`config.mk`:
```
export PLATFORM = sky130hd
export DESIGN_NAME = alu_operand_stage
export DESIGN_NICKNAME = d
export VERILOG_FILES = /design/src/rtl/alu_operand_stage.sv
export SDC_FILE = /design/constraint.sdc
export NUM_CORES = 1
export LEC_CHECK = 0
export ABC_AREA = 1
export CORE_ASPECT_RATIO = 1.5
export CORE_UTILIZATION = 41
export DETAILED_ROUTE_END_ITERATION = 16
export GPL_ROUTABILITY_DRIVEN = 0
export GPL_TIMING_DRIVEN = 0
export PLACE_DENSITY = 0.8
export SLEW_MARGIN = 20
export SYNTH_ARGS = -nofsm -noshare
export SYNTH_HDL_FRONTEND = slang
export SYNTH_SLANG_ARGS = --single-unit
```
`constraint.sdc`:
```
create_clock -name clk -period 3.97 [get_ports clk]
set_input_delay 0.794 -clock clk [delete_from_list [all_inputs] [get_ports clk]]
set_output_delay 0.794 -clock clk [all_outputs]
set_load 0.1 [all_outputs]
```
`src/rtl/alu_operand_stage.sv`:
```
// Registered ALU operand-select stage with EX/MEM forwarding and a one-entry skid buffer.
// Forwarding is compiled in only when ALU_OPERAND_STAGE_FWD_EN is defined.
module alu_operand_stage #(
   parameter  int unsigned WIDTH = 32,
   parameter  int unsigned NSRC  = 4,
   localparam int unsigned SELW  = $clog2(NSRC)
) (
   input  logic                  clk,
   input  logic                  rst,
   input  logic                  flush,
   input  logic                  in_valid,
   output logic                  in_ready,
   input  logic [NSRC*WIDTH-1:0] src_data,
   input  logic [SELW-1:0]       sel_a,
   input  logic [SELW-1:0]       sel_b,
   input  logic [4:0]            rs1_idx,
   input  logic [4:0]            rs2_idx,
   input  logic                  fwd_ex_valid,
   input  logic                  fwd_mem_valid,
   input  logic [4:0]            fwd_ex_rd,
   input  logic [4:0]            fwd_mem_rd,
   input  logic [WIDTH-1:0]      fwd_ex_data,
   input  logic [WIDTH-1:0]      fwd_mem_data,
   output logic                  out_valid,
   input  logic                  out_ready,
   output logic [WIDTH-1:0]      op_a,
   output logic [WIDTH-1:0]      op_b,
   output logic [1:0]            hit_a,
   output logic [1:0]            hit_b
);

   typedef struct packed {
      logic [1:0]       hit_a;
      logic [1:0]       hit_b;
      logic [WIDTH-1:0] a;
      logic [WIDTH-1:0] b;
   } entry_t;

   entry_t out_q, out_d, skid_q, skid_d, in_entry;
   logic   out_valid_q, out_valid_d, skid_valid_q, skid_valid_d;
   logic   accept, drain;

   // Out-of-range selects never match a source and yield zero.
   function automatic logic [WIDTH-1:0] select_src(input logic [SELW-1:0] sel);
      logic [WIDTH-1:0] val;
      val = '0;
      for (int k = 0; k < NSRC; k++) begin
         if (sel == SELW'(k)) val = src_data[k*WIDTH +: WIDTH];
      end
      return val;
   endfunction

`ifdef ALU_OPERAND_STAGE_FWD_EN
   function automatic logic [WIDTH+1:0] forward(input logic [SELW-1:0] sel,
                                                input logic [4:0]      idx,
                                                input logic [WIDTH-1:0] base);
      logic [WIDTH-1:0] val;
      logic [1:0]       hit;
      val = base;
      hit = 2'b00;
      if (sel == '0 && idx != 5'd0) begin
         if (fwd_ex_valid && fwd_ex_rd == idx) begin
            val = fwd_ex_data;
            hit = 2'b01;
         end else if (fwd_mem_valid && fwd_mem_rd == idx) begin
            val = fwd_mem_data;
            hit = 2'b10;
         end
      end
      return {hit, val};
   endfunction

   always_comb begin
      {in_entry.hit_a, in_entry.a} = forward(sel_a, rs1_idx, select_src(sel_a));
      {in_entry.hit_b, in_entry.b} = forward(sel_b, rs2_idx, select_src(sel_b));
   end
`else
   logic unused_fwd;
   assign unused_fwd = ^{rs1_idx, rs2_idx, fwd_ex_valid, fwd_mem_valid, fwd_ex_rd, fwd_mem_rd,
                         fwd_ex_data, fwd_mem_data};

   always_comb begin
      in_entry.a     = select_src(sel_a);
      in_entry.b     = select_src(sel_b);
      in_entry.hit_a = 2'b00;
      in_entry.hit_b = 2'b00;
   end
`endif

   assign accept = in_valid && !skid_valid_q;
   assign drain  = out_valid_q && out_ready;

   always_comb begin
      out_d        = out_q;
      out_valid_d  = out_valid_q;
      skid_d       = skid_q;
      skid_valid_d = skid_valid_q;
      if (flush) begin
         out_valid_d  = 1'b0;
         skid_valid_d = 1'b0;
      end else if (!out_valid_q || drain) begin
         // Skid entry is older than anything upstream, so it always goes first.
         if (skid_valid_q) begin
            out_d        = skid_q;
            out_valid_d  = 1'b1;
            skid_valid_d = 1'b0;
         end else if (accept) begin
            out_d       = in_entry;
            out_valid_d = 1'b1;
         end else begin
            out_valid_d = 1'b0;
         end
      end else if (accept) begin
         skid_d       = in_entry;
         skid_valid_d = 1'b1;
      end
   end

   always_ff @(posedge clk or posedge rst) begin
      if (rst) begin
         out_q        <= '0;
         out_valid_q  <= 1'b0;
         skid_q       <= '0;
         skid_valid_q <= 1'b0;
      end else begin
         out_q        <= out_d;
         out_valid_q  <= out_valid_d;
         skid_q       <= skid_d;
         skid_valid_q <= skid_valid_d;
      end
   end

   assign in_ready  = !skid_valid_q;
   assign out_valid = out_valid_q;
   assign op_a      = out_q.a;
   assign op_b      = out_q.b;
   assign hit_a     = out_q.hit_a;
   assign hit_b     = out_q.hit_b;

endmodule

```
# Word-level counts from Yosys, hierarchy flattened
# Cells that the tools add are included.
# classes
n_eq_ne	6
n_mux	17
bitwise_logic	2
reduce_logical	12
# ops
cell	count
$mux W32	8
$mux W68	2
$eq A2 B2 Y1 const B	4
$mux W1	7
$reduce_and A3 Y1	2
$eq A2 B1 Y1 const B	2
$logic_not A2 Y1	2
$reduce_bool A2 Y1	2
$reduce_bool A3 Y1	1
$logic_and A1 B1 Y1	2
$logic_not A1 Y1	2
$not A1 Y1	2
$logic_or A1 B1 Y1	1
# word_totals
reg_bits	134
inputBits	223
out_inout_bits	70
word_cells	45

# Logic depth before layout (Yosys ltp)
# logic_depth
word_depth	7
depth_mapped	9
ltp_nobuf	7

# Worst setup path before layout
# OpenSTA, ideal clock, no wires.
# synth_timing
path_type	register to output
startpoint	register skid_valid_q
endpoint	output in_ready
arrival_ns	1.624
required_time_ns	3.176
slack_ns	1.552
stages_incl_launch_ff	4
n_path_buf	2
path_cell_list	dfrtp_1 -> inv_2 -> buf_2 -> clkbuf_1
# synth_via
elab_chain_len	1
# synth_rtl
element	line	text
start: declaration	40	logic out_valid_q, out_valid_d, skid_valid_q, skid_valid_d;
start signal: assignment	129	skid_valid_q <= skid_valid_d;
$logic_not A1 Y1	133	assign in_ready = !skid_valid_q;
end: declaration	12	output logic in_ready,
# Every way passes these cells.

# Final worst setup path
# Same ends and word-level chain as after synthesis.

==> metrics.md <==
| Metric | Value |
|---|---|
| Status | `finished, final reports clean` |
| Mean Syn Cell Area | `6.54 µm²` |
| Fraction of the mapped netlist area in simple logic gates | `40.7%` |
| Critical path launch point type | `flop` |
| Initial Utilization | `a little over two fifths` |
| Routed Antenna Nets | `0` |
| Total CTS buffers | `17` |
| Worst slew pin tran | `1.02 ns` |
| Int Pwr | `3.18 mW` |
| Critical path data arrival time | `2.82 ns` |
| Max Root-Sink Buffers | `2` |
| Commonest non-fill, non-tap cell in the layout | `nand2_1` |
| Switch Pwr | `~2.3 mW` |
| Mux cell area share after synthesis | `0%` |
| Area Overhead vs Synth | `39.5%` |
| Worst Path Required | `3.18 ns` |
| Maximum VDD drop | `0.000279 V` |
| Post-synthesis sequential area ratio | `42.6%` |
| Count of final max-slew check failures | `0` |
| Final worst path period share | `91.1%` |
| Min Clock Period, post-route | `between 3 and 4 ns` |
| CP Cell Sequence | `inv_2, buf_2, clkbuf_1, clkdlybuf4s50_1` |
| Post-synthesis compound-gate area fraction | `8.39%` |
| Comb power frac | `37.3%` |
| CTS tree | `yes` |
| Wire per inst | `roughly 18 µm` |
| Setup repair after global routing missed its margin | `false` |
| Root buf cell | `clkbuf_16` |
| Mapped Area | `about 0.0076 mm²` |
| FILL cells | `1636` |
| FP Rows | `60` |
| Clk pwr share | `about 30%` |
| Dominant combinational cell family by area after synthesis | `simple AND/OR/NAND/NOR gates` |
| Num ports | `around 290` |
| First-pass GRT wire length | `47.0 mm` |
| Core ar. | `0.0181 mm²` |
| Pwr Total | `5.53 mW` |
| Sequential power share | `32.3%` |
| Multi-input logic area | `0.00377 mm²` |
| Worst-Skew Late Latency | `0.43 ns` |
| Slew Limit Headroom | `32.1%` |
| Largest net degree at the start of global routing | `34` |
| Setup TNS | `0 ns` |
| Cells after synthesis | `1168` |
| Iter 0 DRT Violations | `1235` |
| Die W | `~110 µm` |
| Initial DRT Pass Iterations | `6` |
| Setup Buffers After CTS | `0` |
| Worst Path Max Fanout | `10` |
| Fin Clk Skew | `0.00743 ns` |
| HP Class | `reg2reg` |
| DRC viols | `0` |
| Netlist cell types | `17` |
| Final WL | `about 30 mm` |
| FMAX | `276 MHz` |
| Clock transition at the registers of the reported paths | `0.07 ns` |
| Max-cap violations | `0` |
| CP Class | `reg2out` |
| CP Capture Type | `primary output` |
| Hold Vio Cnt, Final | `0` |
| Gr ovfl total | `0` |
| Chip height | `169 µm` |
| Hold_buf cts | `0` |
| Global Route Usage Sum | `32.4%` |
| Final Net Count | `roughly 1600` |
| Synth warnings | `0` |
| Detailed-route vias per instance | `~5.4` |
| Leak | `5.51 nW` |
| Via Count | `8960` |
| Pwr/cell area | `519 mW/mm²` |
| Crit-path slowest cell | `clkdlybuf4s50_1` |
| Share of cells above drive strength 1 | `under 10%` |
| I/O Buffers | `199` |
| Net Sw Frac | `42.4%` |
| Crit-path max cell delay | `about 1.3 ns` |
| Post-Synth XOR/XNOR Area | `0%` |
| FF/Latch Area | `0.00325 mm²` |
| Synth Register Bits | `130` |
| Ant. Diodes | `0` |
| Setup violations, final | `0` |
| Initial antenna violation count | `0` |
| H-tree levels | `4` |
| PostCTS Resize Cnt | `0` |
| Number of global-route vias before repair | `~8700` |
| Sink Count | `130` |
| Post-Synth Adder-Cell Area | `0%` |
| Die ar. | `0.0192 mm²` |
| DP HPWL | `22.3 mm` |
| Most frequent cells in the layout | `nand2_1 (518), clkdlybuf4s50_1 (199), dfrtp_1 (130), nor2_1 (129), nand3_1 (129)` |
==> through the flow <==
stage	hold WS, ns	worst slack [ns]	instance area (µm²)	utilization (%)	std cells
finish	0.480	0.353	10700	58.9	1654
global route	0.496	0.254	10700	58.9	1654
CTS	0.484	0.366	10700	58.9	1654
detailed placement	0.466	0.842	10000	55.5	1622
global placement	0.465	0.346	9960	55.0	1618
floorplan	0.454	1.55	7650	-	1171
==> final timing paths <==
kind	start	end	slack, ns	cells after the start
worst min-delay path	op_b[15]$_DFFE_PP0P_	op_b[15]$_DFFE_PP0P_	0.48	2
min in group asynchronous	rst	op_b[15]$_DFFE_PP0P_	0.66	2
worst max-delay path	skid_valid_q$_DFFE_PP0P_	in_ready	0.35	4
worst max register to register	skid_valid_q$_DFFE_PP0P_	op_b[16]$_DFFE_PP0P_	2.27	8
max in group asynchronous	rst	skid_q[36]$_DFFE_PP0P_	2.37	5
worst min register to register	op_b[15]$_DFFE_PP0P_	op_b[15]$_DFFE_PP0P_	0.48	2
==> state kept, by name, summed over array words and instances (netlist names) <==
name / flops
op_a: 32
op_b: 32
out_valid: 1
skid_q: 64
skid_valid_q: 1
==> cell type report <==
type                       count  area share, %
buffer                        86           4.39
clock inverter                15           1.83
clock buffer                  17           3.99
timing repair buffer         203           19.4
inverter                      43           1.55
multi-input combinational    912           35.4
tap                          248           2.91
sequential                   130           30.5
==> worst max-delay path: cells and delay by family (launching register included) <==
kind,cells,cell delay (ns)
buffers and inverters,4,1.99
DFF,1,0.39
==> cells by family after synthesis <==
logic type             after synthesis
AO/OA/AOI/OAI                      128
AND/OR/NAND/NOR                    780
flip-flops                         130
other                                1
buffers and inverters              129
==> cells in the mapped netlist (all sizes together) <==
| cell type | instances | area [µm²] |
|---|---|---|
| conb | 1 | 3.75 |
| o21ai | 128 | 641 |
| nand4 | 1 | 6.26 |
| dfrtp | 130 | 3250 |
| nand2 | 518 | 1940 |
| buf | 75 | 427 |
| nor2 | 131 | 507 |
| nand3 | 130 | 656 |
| clkbuf | 11 | 41.3 |
| inv | 43 | 161 |
==> metal layers <==
metal	track usage (%)	wire length, µm	vias up
li1	-	-	4126
met1	41.2	11500	4020
met2	48.5	13000	703
met3	8.54	3870	111
met4	21.3	1820	0
met5	0	0	-
==> power by group through the flow <==
stage	Sequential [mW]	Combinational [mW]	Clock (mW)
global placement	1.79	2.00	0
finish	1.78	2.06	1.68
global route	1.81	2.17	1.73
CTS	1.78	2.05	1.68
floorplan	2.64	0.545	0
detailed placement	1.80	2.04	0
Power figures use the tool's default switching activity.
